### src/rtl/slice_writer_pkg.sv
// Shared constants and types for the state-memory slice writer.
package slice_writer_pkg;

  localparam int SLICE_W    = 25;
  localparam int NUM_SLICES = 64;
  localparam int ADDR_W     = 6;

  localparam logic DIR_UP   = 1'b1;
  localparam logic DIR_DOWN = 1'b0;

  // One-hot encoding so every status output is a single flop bit of the state.
  typedef enum logic [3:0] {
    IDLE  = 4'b0001,
    WAIT  = 4'b0010,
    WRITE = 4'b0100,
    DONE  = 4'b1000
  } state_t;

  localparam int IDLE_BIT  = 0;
  localparam int WAIT_BIT  = 1;
  localparam int WRITE_BIT = 2;
  localparam int DONE_BIT  = 3;

endpackage

### src/rtl/slice_writer_addr_counter.sv
// Loadable up/down address counter with a terminal-index flag.
module slice_addr_counter
  import slice_writer_pkg::*;
#(
  parameter int W   = ADDR_W,
  parameter int MAX = NUM_SLICES - 1
) (
  input  logic         clk,
  input  logic         rst,
  input  logic         load,
  input  logic [W-1:0] load_val,
  input  logic         en,
  input  logic         up,
  output logic [W-1:0] cnt,
  output logic         last
);

  // Load takes priority over stepping; otherwise hold the current value.
  always_ff @(posedge clk or negedge rst) begin
    if (!rst) begin
      cnt <= {W{1'b0}};
    end else if (load) begin
      cnt <= load_val;
    end else if (en) begin
      cnt <= up ? (cnt + W'(1)) : (cnt - W'(1));
    end else begin
      cnt <= cnt;
    end
  end

  assign last = (cnt == W'(MAX));

endmodule

### src/rtl/slice_writer.sv
// Streams DEPTH lane slices into the state memory, ascending or descending.
module slice_writer
  import slice_writer_pkg::*;
#(
  parameter int N     = SLICE_W,
  parameter int DEPTH = NUM_SLICES,
  parameter int AW    = ADDR_W
) (
  input  logic          clk,
  input  logic          rst,
  input  logic          start,
  input  logic          dir,
  input  logic          in_valid,
  input  logic [N-1:0]  in_slice,
  output logic          in_ready,
  output logic          mem_wr,
  output logic [AW-1:0] mem_addr,
  output logic [N-1:0]  mem_wdata,
  input  logic          mem_stall,
  output logic          busy,
  output logic          done
);

  state_t        state;
  state_t        state_nxt;
  logic          dir_q;
  logic [AW-1:0] cnt;
  logic [N-1:0]  hold;

  logic          start_ok;
  logic          accept;
  logic          wr_done;
  logic          cnt_last;
  logic          addr_last;
  logic          addr_en;
  logic [AW-1:0] addr_init;

  assign start_ok  = state[IDLE_BIT] && start;
  assign accept    = state[WAIT_BIT] && in_valid;
  assign wr_done   = state[WRITE_BIT] && !mem_stall;
  assign cnt_last  = (cnt == AW'(DEPTH - 1));
  assign addr_init = (dir == DIR_UP) ? {AW{1'b0}} : AW'(DEPTH - 1);
  // The slice count ends the matrix; the address flag is a second guard
  // so an ascending walk can never step past the top index.
  assign addr_en   = wr_done && !cnt_last && !((dir_q == DIR_UP) && addr_last);

  slice_addr_counter #(
    .W   (AW),
    .MAX (DEPTH - 1)
  ) u_addr (
    .clk      (clk),
    .rst      (rst),
    .load     (start_ok),
    .load_val (addr_init),
    .en       (addr_en),
    .up       (dir_q == DIR_UP),
    .cnt      (mem_addr),
    .last     (addr_last)
  );

  // State register.
  always_ff @(posedge clk or negedge rst) begin
    if (!rst) begin
      state <= IDLE;
    end else begin
      state <= state_nxt;
    end
  end

  // Next-state logic; illegal encodings fall back to IDLE.
  always_comb begin
    state_nxt = state;
    case (state)
      IDLE: begin
        if (start) state_nxt = WAIT;
        else       state_nxt = IDLE;
      end
      WAIT: begin
        if (in_valid) state_nxt = WRITE;
        else          state_nxt = WAIT;
      end
      WRITE: begin
        if (mem_stall)     state_nxt = WRITE;
        else if (cnt_last) state_nxt = DONE;
        else               state_nxt = WAIT;
      end
      DONE: begin
        state_nxt = IDLE;
      end
      default: begin
        state_nxt = IDLE;
      end
    endcase
  end

  // Direction is captured only when a matrix write is launched.
  always_ff @(posedge clk or negedge rst) begin
    if (!rst) begin
      dir_q <= DIR_DOWN;
    end else if (start_ok) begin
      dir_q <= dir;
    end else begin
      dir_q <= dir_q;
    end
  end

  // Slice counter: cleared at launch, advanced on each non-final write.
  always_ff @(posedge clk or negedge rst) begin
    if (!rst) begin
      cnt <= {AW{1'b0}};
    end else if (start_ok) begin
      cnt <= {AW{1'b0}};
    end else if (wr_done && !cnt_last) begin
      cnt <= cnt + AW'(1);
    end else begin
      cnt <= cnt;
    end
  end

  // Holding register captures the slice on handshake and drives write data.
  always_ff @(posedge clk or negedge rst) begin
    if (!rst) begin
      hold <= {N{1'b0}};
    end else if (accept) begin
      hold <= in_slice;
    end else begin
      hold <= hold;
    end
  end

  assign mem_wdata = hold;
  assign in_ready  = state[WAIT_BIT];
  assign mem_wr    = state[WRITE_BIT];
  assign done      = state[DONE_BIT];
  assign busy      = !state[IDLE_BIT];

endmodule
### config.mk
export PLATFORM = sky130hd
export DESIGN_NAME = slice_writer
export DESIGN_NICKNAME = d
export VERILOG_FILES = /design/src/rtl/slice_writer_pkg.sv /design/src/rtl/slice_writer_addr_counter.sv /design/src/rtl/slice_writer.sv
export SDC_FILE = /design/constraint.sdc
export NUM_CORES = 1
export LEC_CHECK = 0
export CAP_MARGIN = 20
export CELL_PAD_IN_SITES_DETAIL_PLACEMENT = 0
export CELL_PAD_IN_SITES_GLOBAL_PLACEMENT = 1
export CORE_UTILIZATION = 25
export CTS_BUF_LIST = sky130_fd_sc_hd__clkbuf_2 sky130_fd_sc_hd__clkbuf_4 sky130_fd_sc_hd__clkbuf_8
export CTS_CLUSTER_SIZE = 16
export DETAILED_ROUTE_END_ITERATION = 7
export HOLD_SLACK_MARGIN = 0.1
export PLACE_DENSITY_LB_ADDON = 0.1
export SLEW_MARGIN = 25
export SYNTH_ARGS = -nofsm -noshare
export SYNTH_HDL_FRONTEND = slang
export SYNTH_SLANG_ARGS = --single-unit
### constraint.sdc
create_clock -name clk -period 2.3 [get_ports clk]
set_input_delay 0.46 -clock clk [delete_from_list [all_inputs] [get_ports clk]]
set_output_delay 0.46 -clock clk [all_outputs]
set_load 0.1 [all_outputs]
Yosys cells after proc, flatten, opt, wreduce, memory -nomap -nowiden
Cells that the tools add are included.
{"block": "totals", "ff_bits": 42, "in_bits": 31, "output_inout_bits": 35, "wordCells": 36}
{"block": "classes", "addsub": 3, "n_eq_ne": 5, "n_mux": 11, "reduce_logical": 12}
{"op": "2-to-1 mux 6 bit", "n": 6}
{"op": "adder 6 x 1 -> 6 bit (second input constant)", "n": 2}
{"op": "equality test 6 bit (second input constant)", "n": 2}
{"op": "one-hot mux 4 bit (3 select lines)", "n": 1}
{"op": "2-to-1 mux 4 bit", "n": 2}
{"op": "logical AND 1 bit", "n": 6}
{"op": "subtractor 6 x 1 -> 6 bit (second input constant)", "n": 1}
{"op": "equality test 4 x 1 -> 1 bit (second input constant)", "n": 1}
{"op": "equality test 4 x 2 -> 1 bit (second input constant)", "n": 1}
{"op": "equality test 4 x 3 -> 1 bit (second input constant)", "n": 1}
{"op": "logical NOT 1 bit", "n": 4}
{"op": "nonzero test 2 bit", "n": 2}
{"op": "2-to-1 mux 3 bit", "n": 1}
{"op": "2-to-1 mux 2 bit", "n": 1}

Longest topological paths before layout
Gate-level depths: netlist of run 1.
{"block": "logic_depth", "ltp_word": 6, "mapped_depth": 7, "mapped_depth_nobuf": 7}

Modules after synthesis
Synthesis of run 1 repeated with hierarchy kept, for this count alone.
{"block": "hier_totals", "hier_cells": 165, "area_unflattened_um2": 1975.6}
{"module": "slice_writer", "instances": 1, "cells_each": 115, "area_each_um2": 1517.7, "seq_area_each_um2": 902.1}
{"module": "slice_addr_counter", "instances": 1, "cells_each": 50, "area_each_um2": 457.9, "seq_area_each_um2": 150.1}

Worst setup path after synthesis of run 1
Ideal clock, no wire load.
{"block": "synth_path", "kind": "register to register", "startpoint": "reg u_addr.cnt[1]", "endpoint": "reg u_addr.cnt[5]", "setup_ns": 0.131, "arrival_time_ns": 2.431, "required_time_ns": 2.169, "setup_slack_ns": -0.262, "path_stages_with_launch": 7, "path_buffers": 0, "synth_period_minus_slack_ns": 2.562, "path_cell_list": "dfrtp_1 -> ha_1 -> a211oi_1 -> or4b_1 -> o2111ai_2 -> o311a_1 -> or3_1"}
{"block": "synth_via", "elab_chain_len": 5, "word_cells_on_any_way": 10, "classes_between": "add/sub (2); eq/ne (1); mux (3); reduce/logical (4)"}
{"element": "start, declared", "line": "slice_writer_addr_counter.sv:14", "rtl": "output logic [W-1:0] cnt,"}
{"element": "start signal, assigned", "line": "slice_writer_addr_counter.sv:21", "rtl": "cnt <= {W{1'b0}};"}
{"element": "start signal, assigned", "line": "slice_writer_addr_counter.sv:23", "rtl": "cnt <= load_val;"}
{"element": "start signal, assigned", "line": "slice_writer_addr_counter.sv:25", "rtl": "cnt <= up ? (cnt + W'(1)) : (cnt - W'(1));"}
{"element": "parallel branches: the longest is 5 deep, another holds subtractor 6 x 1 -> 6 bit"}
Parallel ways; which one is timed is not known. The select of a mux whose other input is x is not followed.
A chain may end at the register's enable or synchronous reset.

Worst setup path in the final report of run 1
{"block": "layout_path", "startpoint": "reg dir_q", "endpoint": "reg u_addr.cnt[5]"}
{"block": "layout_via", "elab_chain_len": 4, "word_cells_on_any_way": 7, "classes_between": "mux (3); reduce/logical (4)"}
{"element": "start, declared", "line": "slice_writer.sv:26", "rtl": "logic dir_q;"}
{"element": "start signal, assigned", "line": "slice_writer.sv:101", "rtl": "dir_q <= dir;"}
{"element": "start signal, assigned", "line": "slice_writer.sv:103", "rtl": "dir_q <= dir_q;"}
{"element": "logical AND 1 bit", "line": "slice_writer.sv:45", "rtl": "assign addr_en = wr_done && !cnt_last && !((dir_q == DIR_UP) && addr_last);"}
{"element": "logical NOT 1 bit", "line": "slice_writer.sv:45"}
{"element": "logical AND 1 bit", "line": "slice_writer.sv:45"}
{"element": "nonzero test 2 bit (no source line)"}
{"element": "end signal, assigned", "line": "slice_writer_addr_counter.sv:23"}
{"element": "end signal, assigned", "line": "slice_writer_addr_counter.sv:25"}
{"element": "end signal, assigned", "line": "slice_writer_addr_counter.sv:27", "rtl": "cnt <= cnt;"}
Several ways; a longest one is shown, not always the timed one. The select of a mux whose other input is x is not followed.

==> summary.md, run 1 <==
| Metric | Value |
|---|---|
| Core box area | 7370 um^2 |
| Startpoint types | flop |
| Final Max Slew Viols | 0 |
| Syn. warnings | 0 |
| Xor/xnor share of the synthesized area | 0.0361 |
| Syn-to-layout area delta | 45.3% |
| Mux share of post-synthesis cell area | 0.150 |
| Synthesized cell area | 1940 um^2 |
| Dpl ws | 0.155 ns |
| Slew HR | 0.519 |
| Worst slew pin tran | 0.721 ns |
| H-tree levels | 2 |
| Achievable frequency | 0.485 GHz |
| Critical Path RT | 2.48 ns |
| Clock buffer depth | 2 |
| Worst-path maximum fanout | 7 |
| Final setup vio count | 0 |
| Setup TNS | 0 ns |
| Finished Core Util | 0.383 |
| TritonCTS Buffers | 5 |
| Initial Utilization | 0.264 |
| Initial antenna violation count | 0 |
| Pre-Repair DR Iteration Count | 4 |
| CTS tree | yes |
| Vias in the first global route | 1492 |
| Fillers | 743 |
| Post-Syn Nets | 198 |
| Root Buffer Master | clkbuf_8 |
| Fin Clk Skew | 0.00944 ns |
| Post-synthesis sequential area ratio | 0.542 |
| DRT antenna net count | 0 |
| Post-route clock period utilization | 0.897 |
| DRT Wirelength | 4.38 mm |
| Die width | 90.2 um |
| Setup bufs post-CTS | 0 |
| R2R Path Start | dir_q |
| I/O Pins | 66 |
| DRC | 0 |
| Worst hold path type | primary input to asynchronous set/reset pin |
| Worst setup margin | 0.237 ns |
| Run status | finished, final reports clean |
| Hold_ws | 0.218 ns |
| First-pass GRT wire length | 7.65 mm |
| Die area | 8130 um^2 |
| Fin. Hold Viols | 0 |
| Hold-fix buffers at CTS | 0 |
| Clock-pin transition on the worst setup and hold timing paths | 0.09 ns |
| Worst Setup SP | dir_q |
| RSZ-0062 raised after global routing | false |
| WL/cell | 13.0 um |
| Largest family of logic cells by synthesized area | multiplexers |
| Min Tclk post-route | 2.06 ns |
| Max-capacitance violation count | 0 |
| Post-synthesis register bit count | 42 |
| CTS resizes | 0 |
| Synth Instances | 161 |
| Starting DRT DRC Count | 48 |
| Post-Synth Adder-Cell Area | 0.0425 |
| Top-area cell type share of the netlist area | 0.528 |
| # rows | 31 |
| GP Congestion | 0.741 |
| Worst setup EP type | flop |
| Simple-Gate Fraction of Synth Area | 0.104 |
| Via-to-Cell Ratio | 4.42 |
| Nets@finish | 273 |
| Ranking of synthesized cells by area | dfrtp_1, mux2_2, ha_1 |
| Clock Sinks | 42 |
| Grt ovf | 0 |
| Post-synth cell types | 38 |
| Largest net degree at the start of global routing | 31 |
| N_diodes | 0 |
| Mean Syn Cell Area | 12.1 um^2 |
| Cells on worst reg2reg path | 7 |
| Synth Area in Compound Gates | 0.105 |
| Cell taking the most area after synthesis | dfrtp_1 |
| Post-DP HPWL | 3.21 mm |
| Critical path arrival | 2.24 ns |
| PortBufs | 65 |
| Chip Height | 90.2 um |
| Layout cells sized above 1 | 0.367 |
| WS Path Type | flop to flop |
| Vias | 1485 |
| GRT Total Usage | 0.119 |
| Clock Latency Late Sink | 0.30 ns |
-- area by class of cell --
class	count	area (um^2)	area share
Timing Repair Buffer	72	623	0.221
Inverter	7	26.3	0.00930
Multi-Input combinational cell	108	850	0.301
Clock buffer	6	82.6	0.0292
Sequential cell	42	1060	0.375
Clock inverter	2	60.1	0.0213
Tap cell	99	124	0.0439
-- cell usage after synthesis --
cell,instances
a211oi_1,1
a21o_1,2
a21oi_1,9
a31oi_1,2
a32oi_1,1
and2_1,1
and3_1,2
clkbuf_1,4
dfrtp_1,41
dfstp_2,1
fa_1,1
ha_1,5
inv_1,7
mux2_2,25
mux2i_1,1
nand2_1,7
nand2b_1,2
nand3_1,3
nand4_1,2
nor2_1,13
nor2b_1,1
nor3_1,2
nor3b_1,2
nor4_2,1
o2111ai_2,1
o211ai_1,2
o21ai_0,3
o21ai_1,2
o21ai_2,1
o21ba_1,1
o21bai_4,1
o22ai_1,2
o311a_1,1
or3_1,1
or4_1,1
or4b_1,1
xnor2_1,4
xor2_1,4
-- registers in the layout, indices dropped and copies added, names as in the netlist --
signal	cells
cnt	6
dir_q	1
mem_wdata	25
state	4
u_addr.cnt	6
-- worst max-delay path: stages, from the launching register on --
cell       delay [ns]
dfrtp_1          0.39
inv_2            0.13
ha_1             0.26
a211oi_1         0.26
or4b_1           0.17
o2111ai_2        0.13
o311a_1          0.30
or3_1            0.30
-- worst paths after layout --
check	endpoint	slack, ns
hold reg to reg	mem_wdata[22]	0.51
max in group asynchronous	mem_wdata[2]	1.48
hold / removal	cnt[5]	0.22
min in group clk	mem_wdata[22]	0.51
setup / recovery	u_addr.cnt[5]	0.24
setup reg to reg	u_addr.cnt[5]	0.24
-- cell usage in the layout (no fill, tap or decap), types with 2 or more instances in the layout --
cell type | Yosys | layout
ha_1 | 5 | 5
clkbuf_8 | 0 | 6
o21ai_0 | 3 | 3
bufinv_16 | 0 | 2
nand4_1 | 2 | 2
buf_4 | 0 | 41
a21oi_1 | 9 | 9
dfrtp_2 | 0 | 5
nand2_1 | 7 | 7
xnor2_1 | 4 | 4
inv_1 | 7 | 6
nor3b_1 | 2 | 2
o21ai_1 | 2 | 2
o22ai_1 | 2 | 2
mux2_2 | 25 | 25
o211ai_1 | 2 | 2
xor2_1 | 4 | 4
nor2_1 | 13 | 13
clkdlybuf4s50_1 | 0 | 29
dfrtp_1 | 41 | 36
nand3_1 | 3 | 3
nand2b_1 | 2 | 2
and3_1 | 2 | 2
a31oi_1 | 2 | 2
a21o_1 | 2 | 2
nor3_1 | 2 | 2
-- cells by family after synthesis --
logic type               count (synthesis)
multiplexers                            26
AND/OR/NAND/NOR                         39
XOR/XNOR                                 8
adder cells (fa/ha/maj)                  6
flip-flops                              42
buffers and inverters                   11
AO/OA/AOI/OAI                           29
-- routing by layer --
layer  part of all wire  vias to the layer above  global-route usage
li1                   -                      722                   -
met1               0.46                      717               0.157
met2               0.47                       41               0.184
met3              0.056                        5              0.0355
met4              0.011                        0              0.0403
met5                  0                        -                   0
-- metrics by stage --
step | std cells | area, um^2
after floorplan | 161 | 1950
after global placement | 328 | 2680
after detailed placement | 328 | 2680
after CTS | 336 | 2820
after global routing | 336 | 2820
final | 336 | 2820
Power of run 1 is not shown: default switching activity piles up to over one toggle a cycle in this logic, so the estimate is an artifact.
==> inputs of run 2 (changes only) <==
Settings changed: GPL_TIMING_DRIVEN from default to 0.
==> summary.md, run 2 (synthesized netlist as in run 1, its figures left out) <==
| Metric | Value |
|---|---|
| Worst setup EP type | primary output |
| WL/cell | 13.2 um (+1.5%) |
| Die width | 90.2 um (unchanged) |
| Final Max Slew Viols | 0 (unchanged) |
| Placement-stage cell area | 2740 um^2 (+2.1%) |
| Dpl ws | 0.0228 ns (-0.132 ns) |
| Min Tclk post-route | 2.25 ns (+0.185 ns) |
| N_diodes | 0 (unchanged) |
| Setup TNS | 0 ns (unchanged) |
| Max reg flops | 25 (unchanged) |
| Met3 Usage GRT | 0.0372 (+0.00169) |
| Clock Latency Late Sink | 0.29 ns (about the same) |
| H-tree levels | 2 (unchanged) |
| Worst setup margin | 0.0514 ns (-0.185 ns) |
| Pre-Repair DR Iteration Count | 4 (unchanged) |
| Busiest metal layer after global routing | met2 |
| Commonest cells after routing, fill and taps aside | clkdlybuf4s50_1, dfrtp_1, mux2_2, nor2_1, dlygate4sd2_1 |
| R2r setup slk | 0.15 ns (-0.09 ns) |
| Worst-path maximum fanout | 2 (-5) |
| Crit-path cells | clkdlybuf4s50_1 |
| Fin. Hold Viols | 0 (unchanged) |
| Setup bufs post-CTS | 0 (unchanged) |
| Run status | finished, final reports clean |
| RSZ-0062 raised after global routing | false |
| Root Buffer Master | clkbuf_8 |
| Clock buffer depth | 2 (unchanged) |
| Critical Path RT | 1.84 ns (-0.64 ns) |
| Nets@finish | 272 (-0.37%) |
| Via-to-Cell Ratio | 4.42 (about the same) |
| WS Path Type | flop to primary output |
| Vias in the first global route | 1548 (+3.8%) |
| First-pass GRT wire length | 7.74 mm (+1.3%) |
| Layout cells sized above 1 | 0.199 (-0.168) |
| Most common cell after layout, fill and taps aside | clkdlybuf4s50_1 |
| Worst min-delay path endpoint | mem_wdata[0] |
| Initial Utilization | 0.264 (unchanged) |
| Syn-to-layout area delta | 46.2% |
| Max-capacitance violation count | 0 (unchanged) |
| Finished Core Util | 0.385 (+0.00221) |
| R2R Path Start | dir_q |
| Hold path start | mem_wdata[0] |
| Grt ovf | 0 (unchanged) |
| GP Congestion | 0.664 (-10%) |
| Starting DRT DRC Count | 51 (+6.3%) |
| Slowest cell on the critical path | clkdlybuf4s50_1 |
| Core box area | 7370 um^2 (unchanged) |
| Die area | 8130 um^2 (unchanged) |
| Chip Height | 90.2 um (unchanged) |
| Achievable frequency | 0.445 GHz (-8.2%) |
| GRT Total Usage | 0.119 (+0.000138) |
| WHS Path Cells | 1 |
| Global routing usage on met2 | 0.187 (+0.00318) |
| Critical path arrival | 1.79 ns (-0.45 ns) |
| Final setup vio count | 0 (unchanged) |
| Post-route clock period utilization | 0.978 (+0.0806) |
| Worst slew pin tran | 0.980 ns (+0.259 ns) |
| Worst hold path type | flop to flop |
| Largest net degree at the start of global routing | 28 (-9.7%) |
| Slew HR | 0.345 (-0.175) |
| Initial antenna violation count | 0 (unchanged) |
| CP bufs+invs | 1 (unchanged) |
| TritonCTS Buffers | 5 (unchanged) |
| DRT Wirelength | 4.43 mm (+1.2%) |
| DRT antenna net count | 0 (unchanged) |
| Met1 usage | 0.154 (-0.00334) |
| Vias | 1480 (-0.34%) |
| Post-DP HPWL | 3.31 mm (+3.3%) |
| DRC | 0 (unchanged) |
| I/O Pins | 66 (unchanged) |
| PortBufs | 65 (unchanged) |
| # rows | 31 (unchanged) |
| Startpoint types | flop |
| Clock-pin transition on the worst setup and hold timing paths | 0.08 ns (about the same) |
| Fin Clk Skew | 0.00748 ns (-0.00196 ns) |
| CTS tree | yes |
| Clock Sinks | 42 (unchanged) |
| CP peak stage delay | 1.14 ns (+0.75 ns) |
| Crit-path leading delay family | buffers and inverters |
| Design area | 2840 um^2 (+0.58%) |
| RR Endpoint | u_addr.cnt[5] |
| Cells on worst reg2reg path | 7 (unchanged) |
| Worst Setup SP | mem_wdata[16] |
run 2: stage by stage:
step / hold WS, ns / instances
5_1_grt: 0.521 / 335
3_3_place_gp: 0.487 / 325
4_1_cts: 0.512 / 335
2_1_floorplan: 0.164 / 161
6_report: 0.508 / 335
3_5_place_dp: 0.420 / 326
run 2: layout make-up:
cell class              count  area [um^2]
plain buffers               4         15.0
clock buffers               7         90.1
inverters                   7         26.3
well taps                  99          124
flip-flops and latches     42         1060
clock inverters             1         5.00
multi-input cells         108          850
fillers                   753         4530
repair buffers             67          671
run 2: repair_timing:
| action | 4_1_cts | 5_1_grt |
|---|---|---|
| endpoints found under the hold margin | 14 | 0 |
| resized for setup | 10 | 7 |
| hold buffers | 1 | 0 |
| setup endpoints to repair | 10 | 4 |
run 2: worst max path at each step:
stage / cells after the start / slack, ns / end
floorplan: 6 / 0.06 / u_addr.cnt[5]
global placement: 1 / -0.70 / u_addr.cnt[1]
detailed placement: 4 / 0.02 / mem_wdata[24]
CTS: 1 / 0.03 / mem_wdata[1]
global route: 1 / 0.00003 / mem_wdata[1]
finish: 1 / 0.05 / mem_wdata[16]
run 2: per-layer routing:
metal / wire length (um) / vias up
met4: 59 / 0
li1: - / 721
met3: 234 / 5
met1: 2160 / 716
met5: 0 / -
met2: 1980 / 38
Power of run 2 is left out for the same reason.
==> inputs of run 3 (changes only) <==
Settings changed: CTS_CLUSTER_DIAMETER from default to 200.
==> results of run 3 <==
No change in the layout: final DEF, timing and power equal those of run 2.
Power of run 3 is left out for the same reason.
